==> config.mk <==
export PLATFORM = sky130hd
export DESIGN_NAME = multicycle_ctrl_fsm
export DESIGN_NICKNAME = d
export VERILOG_FILES = /design/src/rtl/rv32i_ctrl_pkg.sv /design/src/rtl/mcc_mem_timer.sv /design/src/rtl/multicycle_ctrl_fsm.sv
export SDC_FILE = /design/constraint.sdc
export NUM_CORES = 1
export LEC_CHECK = 0
export CORE_MARGIN = 3
export CORE_UTILIZATION = 48
export DETAILED_ROUTE_END_ITERATION = 8
export PLACE_DENSITY = 0.87
export SETUP_SLACK_MARGIN = 0.5
export SLEW_MARGIN = 20
export SYNTH_ARGS = -nofsm -noshare
export SYNTH_HDL_FRONTEND = slang
export SYNTH_SLANG_ARGS = --single-unit
==> constraint.sdc <==
create_clock -name clk -period 2.1 [get_ports clk]
set_input_delay 0.315 -clock clk [delete_from_list [all_inputs] [get_ports clk]]
set_output_delay 0.315 -clock clk [all_outputs]
set_load 0.01 [all_outputs]
==> src/rtl/rv32i_ctrl_pkg.sv <==
// Shared control encodings for the multi-cycle RV32I core: FSM state
// encoding, major opcodes, ALUOp and datapath mux select codes, plus the
// opcode legality check and the EXEC-state ALU operand decode.
package rv32i_ctrl_pkg;

  typedef enum logic [2:0] {
    ST_FETCH  = 3'd0,
    ST_DECODE = 3'd1,
    ST_EXEC   = 3'd2,
    ST_MEM    = 3'd3,
    ST_WB     = 3'd4,
    ST_TRAP   = 3'd5
  } state_e;

  localparam logic [6:0] OPC_OP     = 7'b0110011;
  localparam logic [6:0] OPC_OP_IMM = 7'b0010011;
  localparam logic [6:0] OPC_LOAD   = 7'b0000011;
  localparam logic [6:0] OPC_STORE  = 7'b0100011;
  localparam logic [6:0] OPC_BRANCH = 7'b1100011;
  localparam logic [6:0] OPC_JAL    = 7'b1101111;
  localparam logic [6:0] OPC_JALR   = 7'b1100111;
  localparam logic [6:0] OPC_LUI    = 7'b0110111;
  localparam logic [6:0] OPC_AUIPC  = 7'b0010111;

  localparam logic [1:0] ALUOP_ADD   = 2'b00;
  localparam logic [1:0] ALUOP_SUB   = 2'b01;
  localparam logic [1:0] ALUOP_FUNCT = 2'b10;
  localparam logic [1:0] ALUOP_LUI   = 2'b11;

  localparam logic [1:0] PC_SRC_PLUS4  = 2'b00;
  localparam logic [1:0] PC_SRC_BRANCH = 2'b01;
  localparam logic [1:0] PC_SRC_JUMP   = 2'b10;

  localparam logic [1:0] WB_SEL_ALU  = 2'b00;
  localparam logic [1:0] WB_SEL_LOAD = 2'b01;
  localparam logic [1:0] WB_SEL_PC4  = 2'b10;

  localparam logic [1:0] ALU_A_RS1  = 2'b00;
  localparam logic [1:0] ALU_A_PC   = 2'b01;
  localparam logic [1:0] ALU_A_ZERO = 2'b10;
  localparam logic       ALU_B_RS2  = 1'b0;
  localparam logic       ALU_B_IMM  = 1'b1;

  // ALU operand selection and operation driven during EXEC.
  typedef struct packed {
    logic [1:0] alu_src_a;
    logic       alu_src_b;
    logic [1:0] alu_op;
  } exec_ctrl_t;

  function automatic logic opcode_is_legal(input logic [6:0] op);
    case (op)
      OPC_OP, OPC_OP_IMM, OPC_LOAD, OPC_STORE, OPC_BRANCH,
      OPC_JAL, OPC_JALR, OPC_LUI, OPC_AUIPC: return 1'b1;
      default:                               return 1'b0;
    endcase
  endfunction

  function automatic exec_ctrl_t exec_decode(input logic [6:0] op);
    exec_ctrl_t c;
    c = '{alu_src_a: ALU_A_RS1, alu_src_b: ALU_B_IMM, alu_op: ALUOP_ADD};
    case (op)
      OPC_OP:            c = '{alu_src_a: ALU_A_RS1,  alu_src_b: ALU_B_RS2, alu_op: ALUOP_FUNCT};
      OPC_OP_IMM:        c = '{alu_src_a: ALU_A_RS1,  alu_src_b: ALU_B_IMM, alu_op: ALUOP_FUNCT};
      OPC_AUIPC, OPC_JAL: c = '{alu_src_a: ALU_A_PC,  alu_src_b: ALU_B_IMM, alu_op: ALUOP_ADD};
      OPC_LUI:           c = '{alu_src_a: ALU_A_ZERO, alu_src_b: ALU_B_IMM, alu_op: ALUOP_LUI};
      OPC_BRANCH:        c = '{alu_src_a: ALU_A_RS1,  alu_src_b: ALU_B_RS2, alu_op: ALUOP_SUB};
      default:           c = '{alu_src_a: ALU_A_RS1,  alu_src_b: ALU_B_IMM, alu_op: ALUOP_ADD};
    endcase
    return c;
  endfunction

endpackage

==> src/rtl/mcc_mem_timer.sv <==
// Memory wait-state watchdog. Counts cycles in which a request is pending
// without completion; the count restarts whenever no request is pending or
// a request completes, which makes it start from zero on every entry to
// FETCH or MEM. o_timeout flags the cycle in which the count would reach
// MEM_TIMEOUT; a completion in that same cycle suppresses the flag.
module mcc_mem_timer #(
  parameter int MEM_TIMEOUT = 16
) (
  input  logic clk,
  input  logic reset,
  input  logic i_req,
  input  logic i_ready,
  output logic o_timeout
);

  localparam int CW = $clog2(MEM_TIMEOUT + 1);
  localparam logic [CW-1:0] LAST_WAIT = CW'(MEM_TIMEOUT - 1);

  logic [CW-1:0] r_cnt;

  // Wait-cycle counter: cleared when idle or on completion, else counts up.
  always_ff @(posedge clk) begin
    // NOTE: reset is synchronous, so it lives inside the clocked block and
    // is sampled like any other input.
    if (reset || !i_req || i_ready) begin
      r_cnt <= '0;
    end else begin
      r_cnt <= r_cnt + CW'(1);
    end
  end

  assign o_timeout = i_req && !i_ready && (r_cnt == LAST_WAIT);

endmodule

==> src/rtl/multicycle_ctrl_fsm.sv <==
// Main control FSM of the multi-cycle RV32I core. Sequences each
// instruction through FETCH/DECODE/EXEC/MEM/WB, drives datapath muxes,
// write enables and the memory request handshake, and traps on illegal
// opcodes or memory timeouts.
// Optional feature: define MCC_PERF_CNT_EN to add cycle_cnt/instret_cnt.
// Control outputs are registered together with the state. The only
// exceptions are the strobes qualified by a same-cycle input: ir_we and the
// STORE pc_we follow mem_ready, and the BRANCH pc_src follows branch_taken.
// After reset the FSM sits one cycle in FETCH with mem_req low before
// issuing the first fetch.
module multicycle_ctrl_fsm #(
  parameter int MEM_TIMEOUT = 16,
  parameter int CNT_W       = 32
) (
  input  logic       clk,
  input  logic       reset,
  input  logic [6:0] opcode,
  input  logic       branch_taken,
  input  logic       mem_ready,
  output logic       mem_req,
  output logic       mem_we,
  output logic       mem_addr_sel,
  output logic       ir_we,
  output logic       pc_we,
  output logic [1:0] pc_src,
  output logic       reg_we,
  output logic [1:0] wb_sel,
  output logic [1:0] alu_src_a,
  output logic       alu_src_b,
  output logic       ALUOp1,
  output logic       ALUOp0,
  output logic       illegal,
  output logic       mem_err
`ifdef MCC_PERF_CNT_EN
  ,
  output logic [CNT_W-1:0] cycle_cnt,
  output logic [CNT_W-1:0] instret_cnt
`endif
);

  import rv32i_ctrl_pkg::*;

  if (MEM_TIMEOUT < 2) begin : g_bad_timeout
    $error("MEM_TIMEOUT must be at least 2");
  end
  if (CNT_W < 1) begin : g_bad_cnt_w
    $error("CNT_W must be at least 1");
  end

  state_e     r_state;
  logic       r_mem_req;
  logic       r_mem_we;
  logic       r_mem_addr_sel;
  logic       r_pc_we;
  logic [1:0] r_pc_src;
  logic       r_br_exec;
  logic       r_reg_we;
  logic [1:0] r_wb_sel;
  logic [1:0] r_alu_src_a;
  logic       r_alu_src_b;
  logic [1:0] r_alu_op;
  logic       r_illegal;
  logic       r_mem_err;

  logic       w_timeout;
  logic       w_is_load;
  logic       w_is_store;
  logic       w_is_branch;
  logic       w_is_jump;
  logic       w_store_done;
  exec_ctrl_t w_exec;

  assign w_is_load   = (opcode == OPC_LOAD);
  assign w_is_store  = (opcode == OPC_STORE);
  assign w_is_branch = (opcode == OPC_BRANCH);
  assign w_is_jump   = (opcode == OPC_JAL) || (opcode == OPC_JALR);
  assign w_exec      = exec_decode(opcode);

  mcc_mem_timer #(
    .MEM_TIMEOUT(MEM_TIMEOUT)
  ) u_mem_timer (
    .clk      (clk),
    .reset    (reset),
    .i_req    (r_mem_req),
    .i_ready  (mem_ready),
    .o_timeout(w_timeout)
  );

  // State register plus registered control outputs for the state being entered.
  always_ff @(posedge clk) begin
    if (reset) begin
      r_state        <= ST_FETCH;
      r_mem_req      <= 1'b0;
      r_mem_we       <= 1'b0;
      r_mem_addr_sel <= 1'b0;
      r_pc_we        <= 1'b0;
      r_pc_src       <= PC_SRC_PLUS4;
      r_br_exec      <= 1'b0;
      r_reg_we       <= 1'b0;
      r_wb_sel       <= WB_SEL_ALU;
      r_alu_src_a    <= ALU_A_RS1;
      r_alu_src_b    <= ALU_B_RS2;
      r_alu_op       <= ALUOP_ADD;
      r_illegal      <= 1'b0;
      r_mem_err      <= 1'b0;
    end else begin
      // NOTE: non-blocking defaults followed by per-state overrides; the last
      // assignment wins at the edge, and every control drops unless the
      // next state asks for it.
      r_mem_req      <= 1'b0;
      r_mem_we       <= 1'b0;
      r_mem_addr_sel <= 1'b0;
      r_pc_we        <= 1'b0;
      r_pc_src       <= PC_SRC_PLUS4;
      r_br_exec      <= 1'b0;
      r_reg_we       <= 1'b0;
      r_wb_sel       <= WB_SEL_ALU;
      r_alu_src_a    <= ALU_A_RS1;
      r_alu_src_b    <= ALU_B_RS2;
      r_alu_op       <= ALUOP_ADD;

      case (r_state)
        ST_FETCH: begin
          if (!r_mem_req) begin
            r_mem_req <= 1'b1;            // first fetch after reset
          end else if (mem_ready) begin
            r_state <= ST_DECODE;
          end else if (w_timeout) begin
            r_state   <= ST_TRAP;
            r_mem_err <= 1'b1;
          end else begin
            r_mem_req <= 1'b1;
          end
        end

        ST_DECODE: begin
          if (opcode_is_legal(opcode)) begin
            r_state     <= ST_EXEC;
            r_alu_src_a <= w_exec.alu_src_a;
            r_alu_src_b <= w_exec.alu_src_b;
            r_alu_op    <= w_exec.alu_op;
            if (w_is_branch) begin
              r_pc_we   <= 1'b1;
              r_br_exec <= 1'b1;
            end
          end else begin
            r_state   <= ST_TRAP;
            r_illegal <= 1'b1;
          end
        end

        ST_EXEC: begin
          if (w_is_branch) begin
            r_state   <= ST_FETCH;
            r_mem_req <= 1'b1;
          end else if (w_is_load || w_is_store) begin
            r_state        <= ST_MEM;
            r_mem_req      <= 1'b1;
            r_mem_addr_sel <= 1'b1;
            r_mem_we       <= w_is_store;
          end else begin
            r_state  <= ST_WB;
            r_reg_we <= 1'b1;
            r_pc_we  <= 1'b1;
            r_wb_sel <= w_is_jump ? WB_SEL_PC4 : WB_SEL_ALU;
            r_pc_src <= w_is_jump ? PC_SRC_JUMP : PC_SRC_PLUS4;
          end
        end

        ST_MEM: begin
          if (mem_ready) begin
            if (w_is_store) begin
              r_state   <= ST_FETCH;
              r_mem_req <= 1'b1;
            end else begin
              r_state  <= ST_WB;
              r_reg_we <= 1'b1;
              r_pc_we  <= 1'b1;
              r_wb_sel <= WB_SEL_LOAD;
            end
          end else if (w_timeout) begin
            r_state   <= ST_TRAP;
            r_mem_err <= 1'b1;
          end else begin
            r_mem_req      <= 1'b1;
            r_mem_addr_sel <= 1'b1;
            r_mem_we       <= w_is_store;
          end
        end

        ST_WB: begin
          r_state   <= ST_FETCH;
          r_mem_req <= 1'b1;
        end

        ST_TRAP: r_state <= ST_TRAP;

        default: r_state <= ST_TRAP;
      endcase
    end
  end

  // A store retires on the cycle its memory write completes.
  assign w_store_done = (r_state == ST_MEM) && r_mem_we && mem_ready;

  assign mem_req      = r_mem_req;
  assign mem_we       = r_mem_we;
  assign mem_addr_sel = r_mem_addr_sel;
  assign ir_we        = (r_state == ST_FETCH) && r_mem_req && mem_ready;
  assign pc_we        = r_pc_we || w_store_done;
  assign pc_src       = r_br_exec ? {1'b0, branch_taken} : r_pc_src;
  assign reg_we       = r_reg_we;
  assign wb_sel       = r_wb_sel;
  assign alu_src_a    = r_alu_src_a;
  assign alu_src_b    = r_alu_src_b;
  assign ALUOp1       = r_alu_op[1];
  assign ALUOp0       = r_alu_op[0];
  assign illegal      = r_illegal;
  assign mem_err      = r_mem_err;

`ifdef MCC_PERF_CNT_EN
  logic [CNT_W-1:0] r_cycle_cnt;
  logic [CNT_W-1:0] r_instret_cnt;

  // Cycle counter: advances every cycle outside TRAP, wrapping naturally.
  always_ff @(posedge clk) begin
    if (reset) begin
      r_cycle_cnt <= '0;
    end else if (r_state != ST_TRAP) begin
      r_cycle_cnt <= r_cycle_cnt + CNT_W'(1);
    end
  end

  // Retired-instruction counter: one PC update per instruction.
  always_ff @(posedge clk) begin
    if (reset) begin
      r_instret_cnt <= '0;
    end else if (pc_we) begin
      r_instret_cnt <= r_instret_cnt + CNT_W'(1);
    end
  end

  assign cycle_cnt   = r_cycle_cnt;
  assign instret_cnt = r_instret_cnt;
`endif

endmodule
=== Word level (Yosys, flattened, before mapping) ===
Cells that the tools add are included.

* Register bits after elaboration: 25
* Output and inout port bits: 17
* Bits of input ports: 11
* Logic and storage cells: 103

* Reductions and logical operators: 22
* Bitwise logic cells: 3
* Equal/unequal tests: 15
* $add $sub $neg: 1
* Mux-type cells: 47

{| class="wikitable"
|+ Operators with widths
! operator !! number
|-
| two-way mux 1 bit || 26
|-
| one-hot mux 5 bit (5 select lines) || 1
|-
| two-way mux 3 bit || 8
|-
| == test 7 x 6 -> 1 bit, second input constant || 3
|-
| == test 7 bit, second input constant || 3
|-
| one-hot mux 3 bit (5 select lines) || 1
|-
| == test 7 x 5 -> 1 bit, second input constant || 2
|-
| OR reduction 9 bit || 1
|-
| two-way mux 2 bit || 4
|-
| one-hot mux 1 bit (2 select lines) || 4
|-
| == test 7 x 2 -> 1 bit, second input constant || 1
|-
| == test 3 x 2 -> 1 bit, second input constant || 2
|-
| logical AND 1 bit || 6
|-
| OR reduction 2 bit || 3
|-
| adder 5 x 1 -> 5 bit, second input constant || 1
|-
| == test 5 x 4 -> 1 bit, second input constant || 1
|-
| logical OR 1 bit || 5
|-
| one-hot mux 1 bit (4 select lines) || 1
|-
| one-hot mux 2 bit (2 select lines) || 1
|-
| AND reduction 2 bit || 2
|-
| == test 3 x 1 -> 1 bit, second input constant || 1
|-
| == test 3 bit, second input constant || 1
|-
| logical NOT 3 bit || 1
|-
| inverter 1 bit || 3
|-
| 5 further kinds || 6
|}

=== Depth between registers and ports, before layout ===
* Depth in word-level cells: 7
* Depth in mapped cells: 8
* Mapped depth without buffers: 8

=== Hierarchy ===
Synthesis repeated with hierarchy kept, for this count alone.

* Cell total of the unflattened synthesis: 135
* Area total of the unflattened synthesis: 1191.1 um^2

{| class="wikitable"
|+ Modules (own cells, without submodules)
! module !! area an instance (um^2) !! cells each !! instances !! sequential area each (um^2)
|-
| multicycle_ctrl_fsm || 970.9 || 114 || 1 || 380.4
|-
| mcc_mem_timer || 220.2 || 21 || 1 || 100.1
|}

=== Least setup slack after synthesis ===
No wires, ideal clock.

* Path kind: register to register
* From: register u_mem_timer.r_cnt[0]
* To: register r_mem_req (netlist: mem_req)
* Slack: 460 ps
* Clock period less this slack: 1640 ps
* Buffers on the path: 0
* Cell stages (with the launch flop): 7
* Library setup time: 103 ps
* Required time: 1997 ps
* Arrival time: 1537 ps
* Cells stage by stage: dfxtp_1 ha_1 and3_1 ha_1 a21oi_1 o21ai_1 a2111oi_2

* Longest elaborated chain between the ends: 6
* Elaborated cells between the ends (all ways): 7
* Classes of those cells: 1 x eq/ne; 5 x mux; 1 x reduce/logical

{| class="wikitable"
|+ RTL lines
! element !! RTL line !! text
|-
| start, declared || mcc_mem_timer.sv:19 || <nowiki>logic [CW-1:0] r_cnt;</nowiki>
|-
| start signal, assigned || mcc_mem_timer.sv:28 || <nowiki>r_cnt <= r_cnt + CW'(1);</nowiki>
|-
| == test 5 x 4 -> 1 bit (*) || mcc_mem_timer.sv:32 || <nowiki>assign o_timeout = i_req && !i_ready && (r_cnt == LAST_WAIT);</nowiki>
|-
| logical AND 1 bit (*) || mcc_mem_timer.sv:32 ||
|-
| two-way mux 1 bit (*) || multicycle_ctrl_fsm.sv:128, multicycle_ctrl_fsm.sv:181 ||
|-
| two-way mux 1 bit || - ||
|-
| two-way mux 1 bit || multicycle_ctrl_fsm.sv:124 || <nowiki>if (!r_mem_req) begin</nowiki>
|-
| one-hot mux 1 bit (4 select lines) (*) || multicycle_ctrl_fsm.sv:122 || <nowiki>case (r_state)</nowiki>
|-
| end signal, assigned || multicycle_ctrl_fsm.sv:125 || <nowiki>r_mem_req <= 1'b1;</nowiki>
|-
| end signal, assigned || multicycle_ctrl_fsm.sv:132 || <nowiki>r_mem_req <= 1'b1;</nowiki>
|-
| end signal, assigned || multicycle_ctrl_fsm.sv:185 || <nowiki>r_mem_req <= 1'b1;</nowiki>
|-
| end, declared || multicycle_ctrl_fsm.sv:51 || <nowiki>logic r_mem_req;</nowiki>
|}

Mark *: on every way between the ends. The rest lies on a longest branch, timed or not.
A chain may end at the register's enable or synchronous reset.

=== Final worst setup path ===
Same ends and word-level chain as after synthesis.

==> results.md <==
- HPWL Detailed: 2100 um
- # setup viols final: 0
- Clk Tree Root Cell: clkbuf_4
- Remaining DRCs: 0
- Post-synth EDFFs: 0
- H-tree depth: 1
- Clock Latency Late Sink: 0.31 ns
- Starting Density: 51.2%
- Post-CTS Hold Fix Bufs: 0
- Crit-path cells: ha_4 > and3_4 > ha_4 > o211ai_1 > a21oi_1 > a2111oi_2
- Worst setup SP type: flip-flop
- Clock transition at the registers of the reported paths: 0.12 ns
- Worst setup path category: flip-flop to flip-flop
- Post-synthesis xor/xnor area fraction: 2.28%
- Post-Synth Adder-Cell Area: 3.14%
- Initial antenna violation count: 0
- Leakage power: 0.768 nW
- Cell mode on critical path: ha_4
- # rows: 17
- Number of buffers added on ports: 27
- Mapped Avg Cell Area: 8.82 um2
- Largest family of logic cells by synthesized area: simple AND/OR/NAND/NOR gates
- Synth Area in Compound Gates: 17.7%
- Routed Antenna Nets: 0
- Layout area overhead: 54.1%
- Vias/cell: 5.82
- Via count: 1,210
- Buf/Inv on CP: 0
- Routed Wire Length: 3400 um
- CTS Buffer Depth: 2
- Synth Warn #: 0
- Delay-heaviest family, CP: compound AO/OA/AOI/OAI gates
- Distinct cells, synth: 49
- Gate Count Post-Synth: 131
- Clock skew: 0.00586 ns
- Post-Synth Simple-Gate Area: 29.3%
- Top FF cell, synth: dfxtp_1
- Req. time, crit path: 2.30 ns
- Vias in the first global route: 1,101
- CP max-delay cell: a2111oi_2
- Slew at the pin closest to its max-slew limit: 0.406 ns
- Drt pass-1 iters: 4
- First DRT Iteration DRCs: 57
- Crit path max fanout: 4
- Clock Sink Count: 24
- Post-route setup TNS: 0 ns
- Antenna diodes: 0
- Pin count of the biggest net entering global routing: 13
- Status: completed
- I/O pin cnt: 28
- Gr usage total: 22.0%
- Power Dens Cells: 470 mW/mm2
- Synth async-reset ratio: 0%
- Grt total ovfl: 0
- Seq/Total Area, Yosys: 41.6%
- Pins Over Slew Limit: 0
- Core area: 0.00225 mm2
- CTS tree: yes
- GPL Wtd Cong: 0.912
- Nets@finish: 195
- Global-route wire length before repair: 4790 um
- Worst VDD drop: 0.000459 V
- Flop-to-flop setup slack: 0.46 ns
- Final worst path period share: 78.0%
- Tmin final: 1.64 ns
- RSZ-0062 raised after global routing: true
- Critical Path Max Stage Delay: 0.38 ns
- Die ar.: 0.00303 mm2
- Flops & latches, synth: 24
- Mapped cell area: 0.00115 mm2
- Dpl ws: 0.132 ns
- Max Cap Violations: 0
- Hold Path Class: primary input to flip-flop
- Max Freq: 610 MHz
- WL/cell: 16.3 um
- Slew HR: 72.9%
- Final setup margin: 0.462 ns
- Multiplexer area fraction after synthesis: 0.975%
- Final hold violations: 0
- Post-synthesis net count: 144
- Die height: 55.1 um
- Num CTS Buffers: 3
- Die outline width: 55.1 um
- Fraction of layout cells with a size suffix above 1: 36.1%
- Arrival time at the worst endpoint: 1.84 ns
- CP Capture Type: flip-flop
## placed cells by master, fill, tap and decap left out, drive strengths merged, types with 2 or more instances in the layout
cell           count
a21o               2
a2111oi            2
nor4               3
a211oi             2
or2                2
ha                 2
inv                8
and3               4
dlymetal6s2s       6
clkdlybuf4s50     16
a31oi              3
clkbuf             4
a21oi              5
o22ai              3
nor3               5
nand2             12
nand2b             3
nand3              3
dlygate4sd2        3
xnor2              2
nor2b              3
nor2              16
buf               26
dfxtp             24
## metrics by stage
step                cells  instance area (um2)  utilization [%]  hold slack, ns  power (W)
floorplan             131                 1160                -           0.418   0.000556
global placement      188                 1500             66.4           0.429   0.000612
detailed placement    188                 1500             66.4           0.455   0.000615
CTS                   201                 1650             73.2           0.497   0.000813
global route          208                 1780             78.9           0.383   0.000868
finish                208                 1780             78.9           0.390   0.000836
## cell usage after synthesis, types with 2 or more instances
cell type / n / area, um2
a31oi_1: 3 / 18.8
buf_2: 2 / 10.0
nor2_1: 15 / 56.3
nand3_1: 3 / 15.0
ha_1: 2 / 25.0
nor4_1: 3 / 18.8
a211oi_1: 2 / 15.0
clkbuf_1: 3 / 11.3
xnor2_1: 2 / 17.5
inv_1: 7 / 26.3
nor3_1: 4 / 20.0
o22ai_1: 3 / 18.8
dfxtp_1: 24 / 480
a21oi_1: 5 / 25.0
and3_1: 4 / 25.0
nor2b_1: 3 / 18.8
nand2b_1: 3 / 18.8
nand2_1: 11 / 41.3
a21o_1: 2 / 15.0
## layout make-up
cell class / instances / area, um2
Inverter: 8 / 30.0
Multi-Input combinational cell: 93 / 723
Clock buffer: 3 / 22.5
Sequential cell: 24 / 498
Fill cell: 128 / 475
Timing Repair Buffer: 52 / 470
Tap cell: 28 / 35.0
## where the power goes
group / switching (W) / internal [W]
Sequential: 0.0000132 / 0.000463
Combinational: 0.0000840 / 0.0000803
Clock: 0.000128 / 0.0000670
## path summary, 6_finish.rpt
check / to / cells after the start / start
worst max-delay path: mem_req / 6 / u_mem_timer.r_cnt[0]
worst min-delay path: r_alu_op[1] / 3 / opcode[2]
worst max register to register: mem_req / 6 / u_mem_timer.r_cnt[0]
worst min register to register: mem_err / 2 / mem_err
## state kept, by name, indices dropped and copies added (netlist names), 2 cells and up
name	cells
r_state	3
r_alu_op	2
wb_sel	2
u_mem_timer.r_cnt	5
alu_src_a	2
## layer usage
| layer | part of all wire (%) | vias up | track usage [%] |
|---|---|---|---|
| met3 | 7.8 | 15 | 3.49 |
| met1 | 39 | 555 | 25.6 |
| met5 | 0 | - | 0 |
| li1 | - | 568 | - |
| met4 | 3.1 | 0 | 13.4 |
| met2 | 50 | 72 | 37.6 |
## worst register-to-register path, stage by stage, from the launching register on
cell       delay, ns
dfxtp_2         0.35
ha_4            0.15
and3_4          0.18
ha_4            0.17
o211ai_1        0.19
a21oi_1         0.11
a2111oi_2       0.38
## cells by family (layout without fill, tap and decap cells)
| family | after synthesis | after routing |
|---|---|---|
| buffers and inverters | 14 | 63 |
| muxes | 1 | 1 |
| AOI/OAI and AO/OA | 27 | 27 |
| adders and majority gates | 3 | 3 |
| xor gates and xnor gates | 3 | 3 |
| and+or+nand+nor | 59 | 59 |
| DFF | 24 | 24 |
## timing repair
item | in CTS | in global routing
endpoints found under the setup margin | 11 | 12
pin swaps | 6 | 17
buffers inserted | 10 | 7
resized for setup | 27 | 25
No activity file was read; power rests on OpenSTA's default activity.
